**config.mk**
```make
export PLATFORM = sky130hd
export DESIGN_NAME = i2c_burst_xfer
export DESIGN_NICKNAME = d
export VERILOG_FILES = /design/src/rtl/i2c_burst_xfer.sv
export SDC_FILE = /design/constraint.sdc
export NUM_CORES = 1
export LEC_CHECK = 0
export ABC_AREA = 1
export CAP_MARGIN = 20
export CELL_PAD_IN_SITES_DETAIL_PLACEMENT = 2
export CELL_PAD_IN_SITES_GLOBAL_PLACEMENT = 2
export CORE_ASPECT_RATIO = 1.5
export CORE_MARGIN = 1
export CORE_UTILIZATION = 31
export DETAILED_ROUTE_END_ITERATION = 7
export HOLD_SLACK_MARGIN = 0.12
export PLACE_DENSITY_LB_ADDON = 0.1
export SLEW_MARGIN = 20
export SYNTH_ARGS = -nofsm -noshare
export SYNTH_HDL_FRONTEND = slang
export SYNTH_SLANG_ARGS = --single-unit
```
**constraint.sdc**
```tcl
create_clock -name clk -period 4.5 [get_ports clk]
set_input_delay 0.45 -clock clk [delete_from_list [all_inputs] [get_ports clk]]
set_output_delay 0.45 -clock clk [all_outputs]
set_load 0.02 [all_outputs]
```
**src/rtl/i2c_burst_xfer.sv**
```systemverilog
// i2c_burst_xfer: drives a byte-level i2c_master through a register
//   address phase (1 or 2 bytes, MSB first) and a burst of 1..MAX_BURST data
//   bytes. It retries the whole command list on NACK and aborts on a per-attempt
//   watchdog.
// Latency: busy/m_ena rise 1 cycle after start. The next command is registered
//   1 cycle after each m_busy rise. rd_valid fires 1 cycle after m_busy falls.
//   done fires 2 cycles after the final m_busy fall.
// Backpressure: the master paces the transfer through m_busy. start is ignored
//   while busy.
// Ports:
//   clk, reset (sync, active-low)
//   start, chip_addr, reg_addr, is_read, len, wr_data : transfer request, all sampled at start
//   rd_data, rd_valid, rd_idx : read byte stream
//   busy, done, error : status (error 0 ok, 1 NACK after retries, 2 timeout)
//   m_ena, m_addr, m_rw, m_data_wr / m_busy, m_data_rd, m_ack_error : i2c_master command/status
module i2c_burst_xfer #(
  parameter int REG_ADDR_BYTES = 1,
  parameter int MAX_BURST      = 8,
  parameter int RETRIES        = 2,
  parameter int TIMEOUT_CYCLES = 2_000_000,
  parameter int LEN_W          = $clog2(MAX_BURST + 1)
) (
  input  logic                   clk,
  input  logic                   reset,
  input  logic                   start,
  input  logic [6:0]             chip_addr,
  input  logic [15:0]            reg_addr,
  input  logic                   is_read,
  input  logic [LEN_W-1:0]       len,
  input  logic [8*MAX_BURST-1:0] wr_data,
  output logic [7:0]             rd_data,
  output logic                   rd_valid,
  output logic [LEN_W-1:0]       rd_idx,
  output logic                   busy,
  output logic                   done,
  output logic [1:0]             error,
  output logic                   m_ena,
  output logic [6:0]             m_addr,
  output logic                   m_rw,
  output logic [7:0]             m_data_wr,
  input  logic                   m_busy,
  input  logic [7:0]             m_data_rd,
  input  logic                   m_ack_error
);

  localparam int CNT_W = $clog2(REG_ADDR_BYTES + MAX_BURST + 1);
  localparam int WD_W  = $clog2(TIMEOUT_CYCLES + 1);
  localparam int AT_W  = (RETRIES < 1) ? 1 : $clog2(RETRIES + 1);
  localparam logic [CNT_W-1:0] A_C = CNT_W'(REG_ADDR_BYTES);

  typedef enum logic [2:0] {
    S_IDLE, S_CMD, S_DRAIN, S_CHECK, S_GAP, S_FIN
  } state_t;

  state_t                 state, state_nxt;
  logic                   m_busy_q;
  logic                   busy_rise, busy_fall;
  logic [15:0]            reg_q;
  logic                   rd_q;
  logic [CNT_W-1:0]       n_q;
  logic [8*MAX_BURST-1:0] wdat_q;
  logic [CNT_W-1:0]       k, k_inc, total;
  logic [AT_W-1:0]        attempt;
  logic [WD_W-1:0]        wdog;
  logic                   wd_expire;
  logic [3:0]             gap_cnt;
  logic                   inflight_rw;
  logic [LEN_W-1:0]       rd_cnt;
  logic [LEN_W-1:0]       len_c;

  assign busy_rise = m_busy & ~m_busy_q;
  assign busy_fall = ~m_busy & m_busy_q;
  assign k_inc     = k + CNT_W'(1);
  assign total     = A_C + n_q;
  assign wd_expire = (wdog == WD_W'(TIMEOUT_CYCLES));

  // Byte count clamped into 1..MAX_BURST
  always_comb begin
    len_c = len;
    if (len == '0)
      len_c = LEN_W'(1);
    else if (len > LEN_W'(MAX_BURST))
      len_c = LEN_W'(MAX_BURST);
  end

  // Command idx of the list: {rw, byte}. Address bytes first (rw=0), then data.
  function automatic logic [8:0] cmd_at(input logic [CNT_W-1:0] idx);
    logic [CNT_W-1:0] didx;
    logic             hi_sel;
    cmd_at = 9'h000;
    didx   = idx - A_C;
    hi_sel = (REG_ADDR_BYTES == 2) && (idx == '0);
    if (idx < A_C) begin
      cmd_at = {1'b0, hi_sel ? reg_q[15:8] : reg_q[7:0]};
    end else begin
      cmd_at[8] = rd_q;
      for (int i = 0; i < MAX_BURST; i++)
        if (didx == CNT_W'(i)) cmd_at[7:0] = wdat_q[8*i +: 8];
    end
  endfunction

  always_comb begin
    state_nxt = state;
    case (state)
      S_IDLE:  if (start) state_nxt = S_CMD;
      S_CMD: begin
        if (wd_expire)
          state_nxt = S_FIN;
        else if (busy_rise && (k_inc == total))
          state_nxt = S_DRAIN;
      end
      S_DRAIN: begin
        if (wd_expire)
          state_nxt = S_FIN;
        else if (busy_fall)
          state_nxt = S_CHECK;
      end
      S_CHECK: begin
        if (m_ack_error && (attempt < AT_W'(RETRIES)))
          state_nxt = S_GAP;
        else
          state_nxt = S_FIN;
      end
      S_GAP:   if (gap_cnt == 4'd15) state_nxt = S_CMD;
      S_FIN:   state_nxt = S_IDLE;
      default: state_nxt = S_IDLE;
    endcase
  end

  always_ff @(posedge clk) begin
    if (!reset) begin
      state       <= S_IDLE;
      m_busy_q    <= 1'b0;
      m_ena       <= 1'b0;
      m_addr      <= 7'h00;
      m_rw        <= 1'b0;
      m_data_wr   <= 8'h00;
      rd_data     <= 8'h00;
      rd_valid    <= 1'b0;
      rd_idx      <= '0;
      busy        <= 1'b0;
      done        <= 1'b0;
      error       <= 2'd0;
      reg_q       <= 16'h0000;
      rd_q        <= 1'b0;
      n_q         <= '0;
      wdat_q      <= '0;
      k           <= '0;
      attempt     <= '0;
      wdog        <= '0;
      gap_cnt     <= 4'd0;
      inflight_rw <= 1'b0;
      rd_cnt      <= '0;
    end else begin
      state    <= state_nxt;
      m_busy_q <= m_busy;
      rd_valid <= 1'b0;
      done     <= 1'b0;
      case (state)
        S_IDLE: begin
          if (start) begin
            reg_q       <= reg_addr;
            rd_q        <= is_read;
            n_q         <= CNT_W'(len_c);
            wdat_q      <= wr_data;
            busy        <= 1'b1;
            error       <= 2'd0;
            attempt     <= '0;
            k           <= '0;
            wdog        <= '0;
            rd_cnt      <= '0;
            inflight_rw <= 1'b0;
            m_ena       <= 1'b1;
            m_addr      <= chip_addr;
            m_rw        <= 1'b0;
            m_data_wr   <= (REG_ADDR_BYTES == 2) ? reg_addr[15:8] : reg_addr[7:0];
          end
        end
        S_CMD, S_DRAIN: begin
          wdog <= wdog + WD_W'(1);
          if ((state == S_CMD) && busy_rise) begin
            // The command just accepted is what m_rw shows now.
            inflight_rw <= m_rw;
            k           <= k_inc;
            if (k_inc == total)
              m_ena <= 1'b0;
            else
              {m_rw, m_data_wr} <= cmd_at(k_inc);
          end
          if (busy_fall && inflight_rw) begin
            rd_data  <= m_data_rd;
            rd_valid <= 1'b1;
            rd_idx   <= rd_cnt;
            rd_cnt   <= rd_cnt + LEN_W'(1);
          end
          if (wd_expire) begin
            m_ena <= 1'b0;
            error <= 2'd2;
            done  <= 1'b1;
            busy  <= 1'b0;
          end
        end
        S_CHECK: begin
          if (state_nxt == S_GAP) begin
            attempt <= attempt + AT_W'(1);
            gap_cnt <= 4'd0;
          end else begin
            error <= m_ack_error ? 2'd1 : 2'd0;
            done  <= 1'b1;
            busy  <= 1'b0;
          end
        end
        S_GAP: begin
          gap_cnt <= gap_cnt + 4'd1;
          if (state_nxt == S_CMD) begin
            // Retry: reissue the full list and restart read numbering.
            k                 <= '0;
            wdog              <= '0;
            rd_cnt            <= '0;
            inflight_rw       <= 1'b0;
            m_ena             <= 1'b1;
            {m_rw, m_data_wr} <= cmd_at('0);
          end
        end
        default: ;
      endcase
    end
  end

endmodule

```
==> results.cfg <==
[detailed_routing]
first_pass_iters = 8
vias = 7014
wl_um = 23500
drt_iter0_drc = 222
wire_per_inst_um = 16.8
remaining_drc_errors = 4
vias_per_cell = 5.02
ant_nets = 0

[clock_network]
cts.path.max_buffers = 2
htreeDepth = 4
clk-insertion-delay-late_ps = 430
cts_tree = done
ctsHoldBuffers = 0
cts.clk_slew.worst_paths_ps = 70
cts_buffers = 17
cts_resized = 0
clock_sinks = 151
root_buffer = clkbuf_16
post_cts_buffers = 0

[die]
die_area_mm2 = 0.0233
rows = 67
initial_core_util_pct = 31.6
fp.dieW_um = 125
io_pins = 139
die_y_um = 187
core_area_mm2 = 0.0223

[power_and_ir_drop]
p_comb_share_pct = 24.8
power.switching_uw = 1320
p_sw_share_pct = 32.5
internal-power_uw = 2740
seqPwrFrac_pct = 38.2
p_total_uw = 4060
vdd_drop_max_mv = 0.274
p_leak_uw = 0.00371
pwr_density_cell_mw_per_mm2 = 444
clockPowerShare_pct = 37.0

[critical_path]
crit_chain = inv_2 -> ha_1 -> nor2_2 -> inv_1 -> nor2_1 -> nand2_1 -> nand2_4 -> nand3_2 -> o21ai_0 -> inv_1 -> nand2_1 -> nand2_1 -> nand2_1 -> nand2_1 -> nand2_1 -> nand2_1 -> nand2_1 -> a21oi_1
rrSetupSlack_ps = 1650
arrival_ps = 3170
crit_family = simple AND/OR/NAND/NOR gates
cp-end-kind = flop
cp_common_cell = nand2_1
cp_max_fo = 18
ff2ff_path_depth = 18
path_buf_inv = 3
slowest_delay_ps = 470
start_kind = flop
worst_path_max_delay_cell = dfxtp_1
r2r_start = k[0]
reg2reg_to = m_data_wr[4]
worstSetupPathType = reg2reg
cp.required_ps = 4810

[cells_and_area]
syn_to_final_growth_pct = 29.7
nets = 1222
final_cell_mix = o21ai_0, dfxtp_1, inv_1
fillers = 2636
diodes = 0
final_common_cell = o21ai_0
drive_gt1_share_pct = 6.33

[run_status]
violations = design-rule violations
status = finished, violations left

[hold_path]
hold_class = reg2reg
hold_path_depth = 2
whs_endpoint = wdat_q[24]
min_from = wdat_q[24]

[sta]
layout_worst_path_cycle_share_pct = 63.4
fin_crit_ps = 2850
finalHoldViolations = 0
finalMaxSlewViolations = 0
relSlewSlack_pct = 44.8
fmax_mhz = 350
finalClockSkew_ps = 12.7
rsz0062_at_grt = false
setup-violations-final = 0
worstMarginPinSlew_ps = 827
tns_ps = 0

[placement]
io_buffers = 130
dp_hpwl_um = 17200
globalplace.congestion = 0.755

[synthesis]
syn_avg_cell_area_um2 = 7.01
synth_cell_types = 43
netlist_instances = 1005
yosysSeqAreaShare_pct = 42.9
syn_nets = 1119
syn_area_mm2 = 0.00705
ys_ff_latch = 151
yosys_warnings = 0

[global_route]
antenna_found_initial = 0
grt_pass1_vias = 7626
grt_remaining_overflow = 0
grt_pass1_wl_um = 38700
grt_util_all_layers_pct = 21.0
grt_max_degree = 76

[flow_run]
drv_cap = 0
[power by group through the flow]
stage / clock network, uW / registers, uW / logic [uW]
CTS: 1550 / 1550 / 1040
global route: 1600 / 1570 / 1140
detailed placement: 0 / 1580 / 1020
floorplan: 0 / 1590 / 598
finish: 1500 / 1550 / 1010
global placement: 0 / 1580 / 997
[state kept, by name, summed over array words and instances, names as in the netlist]
signal,count
wdat_q,64
wdog,21
m_data_wr,8
rd_data,8
reg_q,8
m_addr,7
gap_cnt,4
k,4
n_q,4
rd_cnt,4
rd_idx,4
state,3
attempt,2
error,2
busy,1
done,1
inflight_rw,1
m_busy_q,1
m_ena,1
m_rw,1
rd_q,1
rd_valid,1
[metal layers]
metal | vias up | global-route usage [%] | wire length (um)
met5 | - | 0 | 0
met4 | 0 | 7.04 | 461
met3 | 32 | 3.07 | 475
met2 | 81 | 42.0 | 13400
met1 | 3445 | 21.8 | 9220
li1 | 3456 | - | -
[Yosys cell counts, drive strengths merged]
library cell	count	area share [%]
o21ai	164	12
and3	1	0.089
o21bai	1	0.11
o21a	2	0.21
nand3	27	2.1
ha	9	1.6
nand4	22	2.3
clkbuf	40	2.1
a211oi	11	1.2
inv	151	8.1
nand2	138	7.7
nor3	12	1.2
nor2	150	8.6
dfxtp	151	43
a221oi	8	0.99
xor2	3	0.37
a22oi	1	0.11
nor3b	1	0.11
a21oi	85	6.0
a2111oi	2	0.25
or2	6	0.53
buf	10	0.71
a31oi	1	0.089
o22ai	1	0.089
nor4	4	0.36
xnor2	3	0.37
a32oi	1	0.12
[worst max path at each step]
stage                     from            to  slack [ps]  cells after the start
final                     k[0]  m_data_wr[4]        1650                     18
after global placement    k[0]  m_data_wr[4]        1660                     16
after global routing      k[0]  m_data_wr[4]        1290                     18
after floorplan           k[0]  m_data_wr[6]        2330                     19
after CTS                 k[0]  m_data_wr[4]        1540                     18
after detailed placement  k[0]  m_data_wr[4]        1600                     18
[worst reg2reg max path, cell delays in order (launching register included)]
cell and delay, ps:
dfxtp_1 470, inv_2 110, ha_1 360, nor2_2 140
inv_1 50, nor2_1 110, nand2_1 100, nand2_4 180
nand3_2 270, o21ai_0 240, inv_1 60, nand2_1 100
nand2_1 60, nand2_1 100, nand2_1 70, nand2_1 80
nand2_1 80, nand2_1 90, a21oi_1 70
[final cells by class]
cell class | count | area (um^2) | area share [%]
clock inverters | 13 | 166 | 1.82
inverters | 151 | 571 | 6.24
well taps | 276 | 345 | 3.78
clock buffers | 19 | 453 | 4.96
multi-input cells | 653 | 3250 | 35.6
repair buffers | 134 | 1330 | 14.5
flip-flops and latches | 151 | 3020 | 33.1
[cells by family (layout without fill, tap and decap cells)]
kind of cell | Yosys count | in the layout | share of synthesized area, %
AO/OA/AOI/OAI | 277 | 277 | 20.9
XOR/XNOR | 6 | 6 | 0.746
adder cells (fa/ha/maj) | 9 | 9 | 1.60
buffers and inverters | 201 | 317 | 10.9
flip-flops | 151 | 151 | 42.9
AND/OR/NAND/NOR | 361 | 361 | 22.9
[per-stage QoR]
step	instance area [um^2]	hold WS, ps	utilization (%)	std cells	worst slack (ps)
after floorplan	7050	425	-	1005	2330
after global placement	8520	435	38.2	1365	1660
after detailed placement	8520	444	38.2	1365	1600
after CTS	9140	455	41.0	1397	1540
after global routing	9140	478	41.0	1397	1290
final	9140	450	41.0	1397	1650
No activity file was read; power rests on OpenSTA's default activity.
